## src/rtl/grf_pkg.sv

```systemverilog
// Shared CPU constants and types for the general register file.
// The zero-register index and the commit rule live here so that every stage agrees on them.
package grf_pkg;

    localparam int REG_COUNT = 32;
    localparam int ADDR_W    = 5;
    localparam int DATA_W    = 32;

    typedef logic [ADDR_W-1:0] regAddrT;
    typedef logic [DATA_W-1:0] wordT;

    localparam regAddrT ZERO_REG = '0;

    typedef struct packed {
        logic    vld;
        wordT    pc;
        regAddrT wa;
        wordT    wd;
    } traceT;

    // $0 is hardwired, so a write aimed at it never counts as a commit.
    function automatic logic isCommit(input logic wrEn, input regAddrT wa);
        return wrEn && (wa != ZERO_REG);
    endfunction

endpackage

```

## src/rtl/grf_if.sv

```systemverilog
// Bundle of the Wb-stage write port, the two Id-stage read ports and the write trace.
interface grf_if;
    import grf_pkg::*;

    logic    ifWrGrf;
    regAddrT grfWa;
    wordT    grfWd;
    wordT    pcWb;
    regAddrT grfRa1;
    regAddrT grfRa2;
    wordT    grfRd1;
    wordT    grfRd2;
    logic    trVld;
    wordT    trPc;
    regAddrT trWa;
    wordT    trWd;

    modport master (
        output ifWrGrf, grfWa, grfWd, pcWb, grfRa1, grfRa2,
        input  grfRd1, grfRd2, trVld, trPc, trWa, trWd
    );

    modport slave (
        input  ifWrGrf, grfWa, grfWd, pcWb, grfRa1, grfRa2,
        output grfRd1, grfRd2, trVld, trPc, trWa, trWd
    );

endinterface

```

## src/rtl/grf_rd_port.sv

```systemverilog
// One combinational read port: forces $0 to zero and forwards a same-cycle write when enabled.
module grf_rd_port
    import grf_pkg::*;
#(
    parameter int BYPASS_EN = 1
) (
    input  regAddrT ra,
    input  wordT    storeData,
    input  logic    wrCommit,
    input  regAddrT wa,
    input  wordT    wd,
    output wordT    rd
);

    // wrCommit already excludes $0, so the bypass can never leak data into $0.
    always_comb begin
        rd = storeData;
        if (ra == ZERO_REG) begin
            rd = '0;
        end else if ((BYPASS_EN == 1) && wrCommit && (wa == ra)) begin
            rd = wd;
        end
    end

endmodule

```

## src/rtl/grf.sv

```systemverilog
// 32 x 32-bit general register file with two bypassed read ports and a registered write trace.
module grf
    import grf_pkg::*;
#(
    parameter int BYPASS_EN = 1,
    parameter int TRACE_EN  = 1
) (
    input logic  clk,
    input logic  reset,
    grf_if.slave bus
);

    logic wrCommit;
    wordT regView [REG_COUNT];

    assign wrCommit   = isCommit(bus.ifWrGrf, bus.grfWa);
    assign regView[0] = '0;

    // One flop bank per architectural register; $0 has no storage at all.
    genvar gi;
    generate
        for (gi = 1; gi < REG_COUNT; gi++) begin : g_reg
            wordT valueReg;

            always_ff @(posedge clk) begin
                if (reset) begin
                    valueReg <= '0;
                end else if (wrCommit && (bus.grfWa == ADDR_W'(gi))) begin
                    valueReg <= bus.grfWd;
                end
            end

            assign regView[gi] = valueReg;
        end
    endgenerate

    grf_rd_port #(
        .BYPASS_EN (BYPASS_EN)
    ) u_rdPort1 (
        .ra        (bus.grfRa1),
        .storeData (regView[bus.grfRa1]),
        .wrCommit  (wrCommit),
        .wa        (bus.grfWa),
        .wd        (bus.grfWd),
        .rd        (bus.grfRd1)
    );

    grf_rd_port #(
        .BYPASS_EN (BYPASS_EN)
    ) u_rdPort2 (
        .ra        (bus.grfRa2),
        .storeData (regView[bus.grfRa2]),
        .wrCommit  (wrCommit),
        .wa        (bus.grfWa),
        .wd        (bus.grfWd),
        .rd        (bus.grfRd2)
    );

    generate
        if (TRACE_EN == 1) begin : g_trace
            traceT traceReg;

            // Payload fields hold their last value; only the valid bit drops back.
            always_ff @(posedge clk) begin
                if (reset) begin
                    traceReg <= '0;
                end else if (wrCommit) begin
                    traceReg.vld <= 1'b1;
                    traceReg.pc  <= bus.pcWb;
                    traceReg.wa  <= bus.grfWa;
                    traceReg.wd  <= bus.grfWd;
                end else begin
                    traceReg.vld <= 1'b0;
                end
            end

            assign bus.trVld = traceReg.vld;
            assign bus.trPc  = traceReg.pc;
            assign bus.trWa  = traceReg.wa;
            assign bus.trWd  = traceReg.wd;
        end else begin : g_noTrace
            assign bus.trVld = 1'b0;
            assign bus.trPc  = '0;
            assign bus.trWa  = '0;
            assign bus.trWd  = '0;
        end
    endgenerate

endmodule

```

## src/flat_wrapper.sv

```systemverilog
// flat-port wrapper written by rule: the top's interface ports become plain ports
module grf_flat import grf_pkg::*;
#(
    parameter int BYPASS_EN = 1,
    parameter int TRACE_EN  = 1
)
  (clk, reset, bus_ifWrGrf, bus_grfWa, bus_grfWd, bus_pcWb, bus_grfRa1, bus_grfRa2, bus_grfRd1, bus_grfRd2, bus_trVld, bus_trPc, bus_trWa, bus_trWd);
  grf_if bus_i ();
  input logic clk;
  input logic reset;
  input wire logic [$bits(bus_i.ifWrGrf)-1:0] bus_ifWrGrf;
  input wire logic [$bits(bus_i.grfWa)-1:0] bus_grfWa;
  input wire logic [$bits(bus_i.grfWd)-1:0] bus_grfWd;
  input wire logic [$bits(bus_i.pcWb)-1:0] bus_pcWb;
  input wire logic [$bits(bus_i.grfRa1)-1:0] bus_grfRa1;
  input wire logic [$bits(bus_i.grfRa2)-1:0] bus_grfRa2;
  output wire logic [$bits(bus_i.grfRd1)-1:0] bus_grfRd1;
  output wire logic [$bits(bus_i.grfRd2)-1:0] bus_grfRd2;
  output wire logic [$bits(bus_i.trVld)-1:0] bus_trVld;
  output wire logic [$bits(bus_i.trPc)-1:0] bus_trPc;
  output wire logic [$bits(bus_i.trWa)-1:0] bus_trWa;
  output wire logic [$bits(bus_i.trWd)-1:0] bus_trWd;
  assign bus_i.ifWrGrf = bus_ifWrGrf;
  assign bus_i.grfWa = bus_grfWa;
  assign bus_i.grfWd = bus_grfWd;
  assign bus_i.pcWb = bus_pcWb;
  assign bus_i.grfRa1 = bus_grfRa1;
  assign bus_i.grfRa2 = bus_grfRa2;
  assign bus_grfRd1 = bus_i.grfRd1;
  assign bus_grfRd2 = bus_i.grfRd2;
  assign bus_trVld = bus_i.trVld;
  assign bus_trPc = bus_i.trPc;
  assign bus_trWa = bus_i.trWa;
  assign bus_trWd = bus_i.trWd;
  grf #(.BYPASS_EN(BYPASS_EN), .TRACE_EN(TRACE_EN)) u_core (.clk(clk), .reset(reset), .bus(bus_i));
endmodule
```

## config.mk

```make
export PLATFORM = sky130hd
export DESIGN_NAME = grf_flat
export DESIGN_NICKNAME = d
export VERILOG_FILES = /design/src/rtl/grf_pkg.sv /design/src/rtl/grf_if.sv /design/src/rtl/grf_rd_port.sv /design/src/rtl/grf.sv /design/src/flat_wrapper.sv
export SDC_FILE = /design/constraint.sdc
export NUM_CORES = 2
export LEC_CHECK = 0
export CAP_MARGIN = 0
export CORE_MARGIN = 1
export CORE_UTILIZATION = 50
export CTS_BUF_LIST = sky130_fd_sc_hd__clkbuf_16
export CTS_CLUSTER_DIAMETER = 50
export CTS_CLUSTER_SIZE = 8
export DETAILED_ROUTE_END_ITERATION = 10
export GPL_ROUTABILITY_DRIVEN = 0
export HOLD_SLACK_MARGIN = 0.12
export PLACE_DENSITY_LB_ADDON = 0.2
export SKIP_LAST_GASP = 1
export SYNTH_ARGS = -nofsm -noshare
export SYNTH_HDL_FRONTEND = slang
export SYNTH_SLANG_ARGS = --single-unit
```

## constraint.sdc

```tcl
create_clock -name clk -period 6.82 [get_ports clk]
set_input_delay 1.364 -clock clk [delete_from_list [all_inputs] [get_ports clk]]
set_output_delay 1.364 -clock clk [all_outputs]
set_load 0.05 [all_outputs]
```

* Yosys cells after proc, flatten, opt, wreduce, memory -nomap -nowiden
Index checks and enable logic that the tools add are counted.
W data, S select, Z words.
** Operators by class
- Equality and inequality tests :: 33
- Divide/modulo/power cells :: 0
- Shift-type cells :: 0
- Bitwise gates (word level) :: 2
- Mux-type cells :: 11
- Magnitude comparators :: 2
- $mul :: 0
- $add $sub $neg :: 0
- Reduce and logical (&&, ||, !) cells :: 37
** Operator list (number)
- $bmux W32 S5 :: 2
- $mux W32 :: 8
- $eq A5 B5 Y1 const B :: 16
- $eq A5 B4 Y1 const B :: 8
- $logic_and A1 B1 Y1 :: 34
- $eq A5 B3 Y1 const B :: 4
- $ge A6 B6 Y1 const B :: 2
- $not A5 Y6 :: 2
- $eq A5 B2 Y1 const B :: 2
- $eq A5 B5 Y1 :: 2
- $logic_not A5 Y1 :: 2
- $eq A5 B1 Y1 const B :: 1
- $reduce_bool A5 Y1 :: 1
- $mux W1 :: 1
** Storage, ports and cells
- Memories :: 0
- ROM bits :: 0
- Bits in latches :: 0
- Output and inout port bits :: 134
- Bits of input ports :: 82
- Memory bits (writable) :: 0
- Flip-flop bits (word level) :: 1062
- Word-level logic and storage cells :: 120

* Logic depth before layout (Yosys ltp)
- Depth after elaboration :: 6
- Gate-level depth with buffers :: 10
- Depth with buffers taken out :: 5

* Modules after synthesis
A second synthesis with hierarchy kept.
** Unflattened totals
- Cells, all modules :: 7133
- Area total of the unflattened synthesis :: 54916.4 µm²
** Modules (own cells, without submodules)
- grf :: area each 53625.2 µm², instances 1, cells an instance 6887
- grf_rd_port :: area each 645.6 µm², instances 2, cells an instance 123

* Worst setup path before layout
OpenSTA, ideal clock, no wires.
- Path type :: input-to-output
- From :: input port bus_grfRa1[4]
- To :: output port bus_grfRd1[11]
- Stages on the path :: 8
- Path buffers :: 4
- Slack :: 1.914 ns
- Data arrival time :: 3.542 ns
- Cells stage by stage :: buf_2 buf_2 buf_2 clkbuf_1 o221ai_1 o21ai_0 nand3_1 a31oi_1
** Between the ends
- Longest elaborated chain between the ends :: 6
- Elaborated cells on any way between the ends :: 9
** RTL lines
- from (decl) :: RTL line flat_wrapper.sv:15 : input wire logic [$bits(bus_i.grfRa1)-1:0] bus_grfRa1;
- $not A5 Y6 (not written as such) :: RTL line grf.sv:41 : .storeData (regView[bus.grfRa1]),
- $bmux W32 S5 :: RTL line grf.sv:41
- $mux W32 (not written as such) (2 in a row) :: RTL line grf.sv:41
- $mux W32 :: RTL line grf_rd_port.sv:20 : end else if ((BYPASS_EN == 1) && wrCommit && (wa == ra)) begin
- $mux W32 (*) :: RTL line grf_rd_port.sv:18 : if (ra == ZERO_REG) begin
- to (decl) :: RTL line flat_wrapper.sv:17 : output wire logic [$bits(bus_i.grfRd1)-1:0] bus_grfRd1;
Mark *: on every way between the ends. The rest lies on a longest branch, timed or not. The select of a mux whose other input is x is not followed.

* Final worst setup path
- From :: input port bus_grfWa[0]
- To :: output port bus_grfRd2[21]
** Between the ends
- Longest elaborated chain between the ends :: 5
- Elaborated cells on any way between the ends :: 6
** RTL lines
- from (decl) :: RTL line flat_wrapper.sv:12 : input wire logic [$bits(bus_i.grfWa)-1:0] bus_grfWa;
- $reduce_bool A5 Y1 :: RTL line grf_pkg.sv:23 : return wrEn && (wa != ZERO_REG);
- $logic_and A1 B1 Y1 :: RTL line grf_pkg.sv:23
- $logic_and A1 B1 Y1 (*) :: RTL line grf_rd_port.sv:20
- $mux W32 (*) :: RTL line grf_rd_port.sv:20
- $mux W32 (*) :: RTL line grf_rd_port.sv:18
- to (decl) :: RTL line flat_wrapper.sv:18 : output wire logic [$bits(bus_i.grfRd2)-1:0] bus_grfRd2;
Mark *: on every way between the ends. The rest lies on a longest branch, timed or not.

==> results.md <==
- Clk_skew: 0 ns
- WP data required: 5.46 ns
- Final-stage net count: 6,251
- Vias in the first global route: 48,100
- Critical path type: in -> out
- Final Setup Violations: 0
- Largest net degree at the start of global routing: 179
- Most common cell in the netlist: nand2_1
- Site Rows: 119
- Slew HR: -12.1%
- Layout cells sized above 1: 16.8%
- H-tree Lvls: 4
- Crit path cell chain: clkdlybuf4s50_1 -> or2_1 -> o41a_2 -> and3_2 -> nor3_4 -> a221o_1 -> buf_12
- WP data arrival: 5.09 ns
- Largest fanout on the critical path: 15
- Failing checks: DRC, capacitance limit, slew limit
- Clock latency on the worst-skew pair: 0.75 ns
- DR pass1 iterations: 10
- Cell Pwr Density: 245 mW/mm2
- Worst hold start: u_core.bus.trPc[12]
- Worst reg2reg setup slack: 6.03 ns
- Final hold vios: 0
- Cell taking the most area after synthesis: dfxtp_1
- Synthesis-stage register bit count: 1,062
- ANT nets after route: 0
- Worst r2r src: u_core.g_reg[22].valueReg[2]
- Setup tns final: 0 ns
- Worst Hold Depth: 2
- Clock root buffer: clkbuf_16
- Worst Tran Pin Value: 1.68 ns
- Core box area: 0.106 mm2
- Hold EP: u_core.bus.trPc[12]
- First-pass GRT wire length: 324,000 um
- Async set or reset register ratio after synthesis: 0%
- Starting Density: 50.6%
- Hold Buf Count CTS: 0
- Total wire length: 227,000 um
- Post-synth EDFFs: 0
- CP peak stage delay: 1.31 ns
- Status: finished, violations left
- Post-synth cell types: 50
- Place WS: 0.714 ns
- Hold WC Path Type: reg -> reg
- Max_cap viols: 2
- CP max-delay cell: nor3_4
- Iter 0 DRT Violations: 8,357
- CTS max path bufs: 3
- Period Utilization, post-route: 94.6%
- Total gr overflow: 0
- PostCTS Resize Cnt: 0
- Port bufs: 215
- FMAX: 155 MHz
- Yosys warns: 0
- Wire per inst: 29.8 um
- Netlist Area Pre-Place: 0.0534 mm2
- Postcts setup bufs: 0
- Cell count of the worst reg-to-reg path: 2
- Most frequent cells after synthesis: nand2_1, a21oi_1, dfxtp_1, clkbuf_1, mux4_2
- Die area: 0.108 mm2
- Gate Count Post-Synth: 6,279
- Ports: 216
- Peak VDD IR: 188 uV
- Crit end category: output pin
- Synthesis-to-layout area growth: 14.0%
- Leak pwr: 20.0 nW
- Area contributors post-synth: dfxtp_1, mux4_2, nand2_1, a21oi_1, clkbuf_1
- Clock Sinks: 1,062
- Pins Over Slew Limit: 18
- Avg Vias per Cell: 6.80
- Final WS setup: 0.367 ns
- Seq/Total Area, Yosys: 39.8%
- Die H: 329 um
- CTS Buf Count: 155
- DRC Markers: 14
- Final min period: 6.45 ns
- Reg-to-reg endpoint: u_core.g_reg[22].valueReg[2]
- RSZ-0062 raised after global routing: false
- Synth Flop Type: dfxtp_1
- Syn nets: 6,361
- Vias: 51,700
- Hpwl dp: 136,000 um
- GRT Total Usage: 40.9%
- Initial antenna violation count: 5
- Synthesized area per cell: 8.50 um2
- CTS tree: yes
- Reg clk slew, reported paths: 0.04 ns
- Synth top area share: 39.8%
- Die width: 329 um
- Worst Setup Start Kind: primary input
## logic make-up (layout without fill, tap and decap cells)
kind of cell           Yosys count  after routing  share of synthesized area (%)
other                            0              4                              0
AO/OA/AOI/OAI                 1471           1471                           15.6
AND/OR/NAND/NOR               2511           2511                           18.4
XOR/XNOR                        10             10                          0.164
flip-flops                    1062           1062                           39.8
multiplexers                   552            552                           20.6
buffers and inverters          673            600                           5.41
## layout by cell type, fill, tap and decap left out, drive strengths merged, types with 2 or more instances in the layout
cell           instances
mux4                 426
mux2i                 26
nand3                 31
a32o                  17
nand2b                10
xnor2                  2
o21ai                 55
and2                   4
a31oi                 16
a21oi               1108
a22oi                 87
nand4                  2
o221ai                 4
a2111oi                7
mux2                 100
clkbuf               157
clkdlybuf4s50        145
a221oi                48
and3                  20
buf                  258
inv                   24
o22ai                 56
or4                    9
nand2               2234
a21boi                 7
nor3b                 12
a211oi                20
diode                  4
xor2                   8
nor4                  13
nor3                  28
dfxtp               1062
or2                    6
o22a                   9
nor2b                 27
nor2                 111
nand3b                 2
clkinv                15
a221o                 35
nand4b                 2
## flip-flops by register name (all words and copies together) (netlist names)
name,count
u_core.bus.trVld,1
u_core.bus.trPc,32
u_core.bus.trWa,5
u_core.g.valueReg,992
u_core.bus.trWd,32
## layer usage
metal	wire length (um)	global-route usage (%)
met5	0	0
met4	16400	26.6
met1	80300	51.3
met2	98200	60.9
met3	32000	12.7
## critical path: cells and delay by family
family | cells | cell delay [ns]
AND/OR/NAND/NOR | 3 | 2.08
AO/OA/AOI/OAI | 2 | 1.03
buffers and inverters | 2 | 0.60
## area by class of cell
class,instances,area [um2]
Fill cell,9232,44700
Inverter,3,11.3
Antenna cell,4,10.0
Multi-Input combinational cell,4544,29600
Timing Repair Buffer,403,4020
Sequential cell,1062,21300
Clock buffer,157,3930
Clock inverter,37,275
Tap cell,1391,1740
## power by group
part           switching (mW)  total (mW)  internal, mW  leakage, nW
Clock                    2.89        6.96          4.07         2.11
Sequential             0.0435        6.33          6.28         8.57
Combinational            1.12        1.60         0.474         9.30
Total                    4.06        14.9          10.8         20.0
## worst max-delay path by stage
stage | start | end | slack [ns] | cells after the start
CTS | bus_grfWa[0] | bus_grfRd2[22] | 0.70 | 7
global placement | bus_grfWa[0] | bus_grfRd2[22] | 0.71 | 7
detailed placement | bus_grfWa[0] | bus_grfRd2[22] | 0.71 | 7
floorplan | bus_grfRa1[4] | bus_grfRd1[11] | 1.91 | 8
finish | bus_grfWa[0] | bus_grfRd2[21] | 0.37 | 7
global route | bus_grfWa[0] | bus_grfRd2[21] | 0.51 | 7
## per-stage QoR
| step | util [%] | power, mW | area [um2] | cells | hold WS, ns |
|---|---|---|---|---|---|
| after global routing | 57.6 | 15.2 | 60800 | 7597 | 0.466 |
| after detailed placement | 53.6 | 7.99 | 56600 | 7403 | 0.446 |
| final | 57.6 | 14.9 | 60800 | 7601 | 0.452 |
| after global placement | 53.6 | 7.98 | 56600 | 7403 | 0.442 |
| after CTS | 57.6 | 14.8 | 60800 | 7597 | 0.452 |
| after floorplan | - | 7.39 | 53400 | 6279 | 0.442 |
Note: power is estimated with default switching activity, not from simulation.
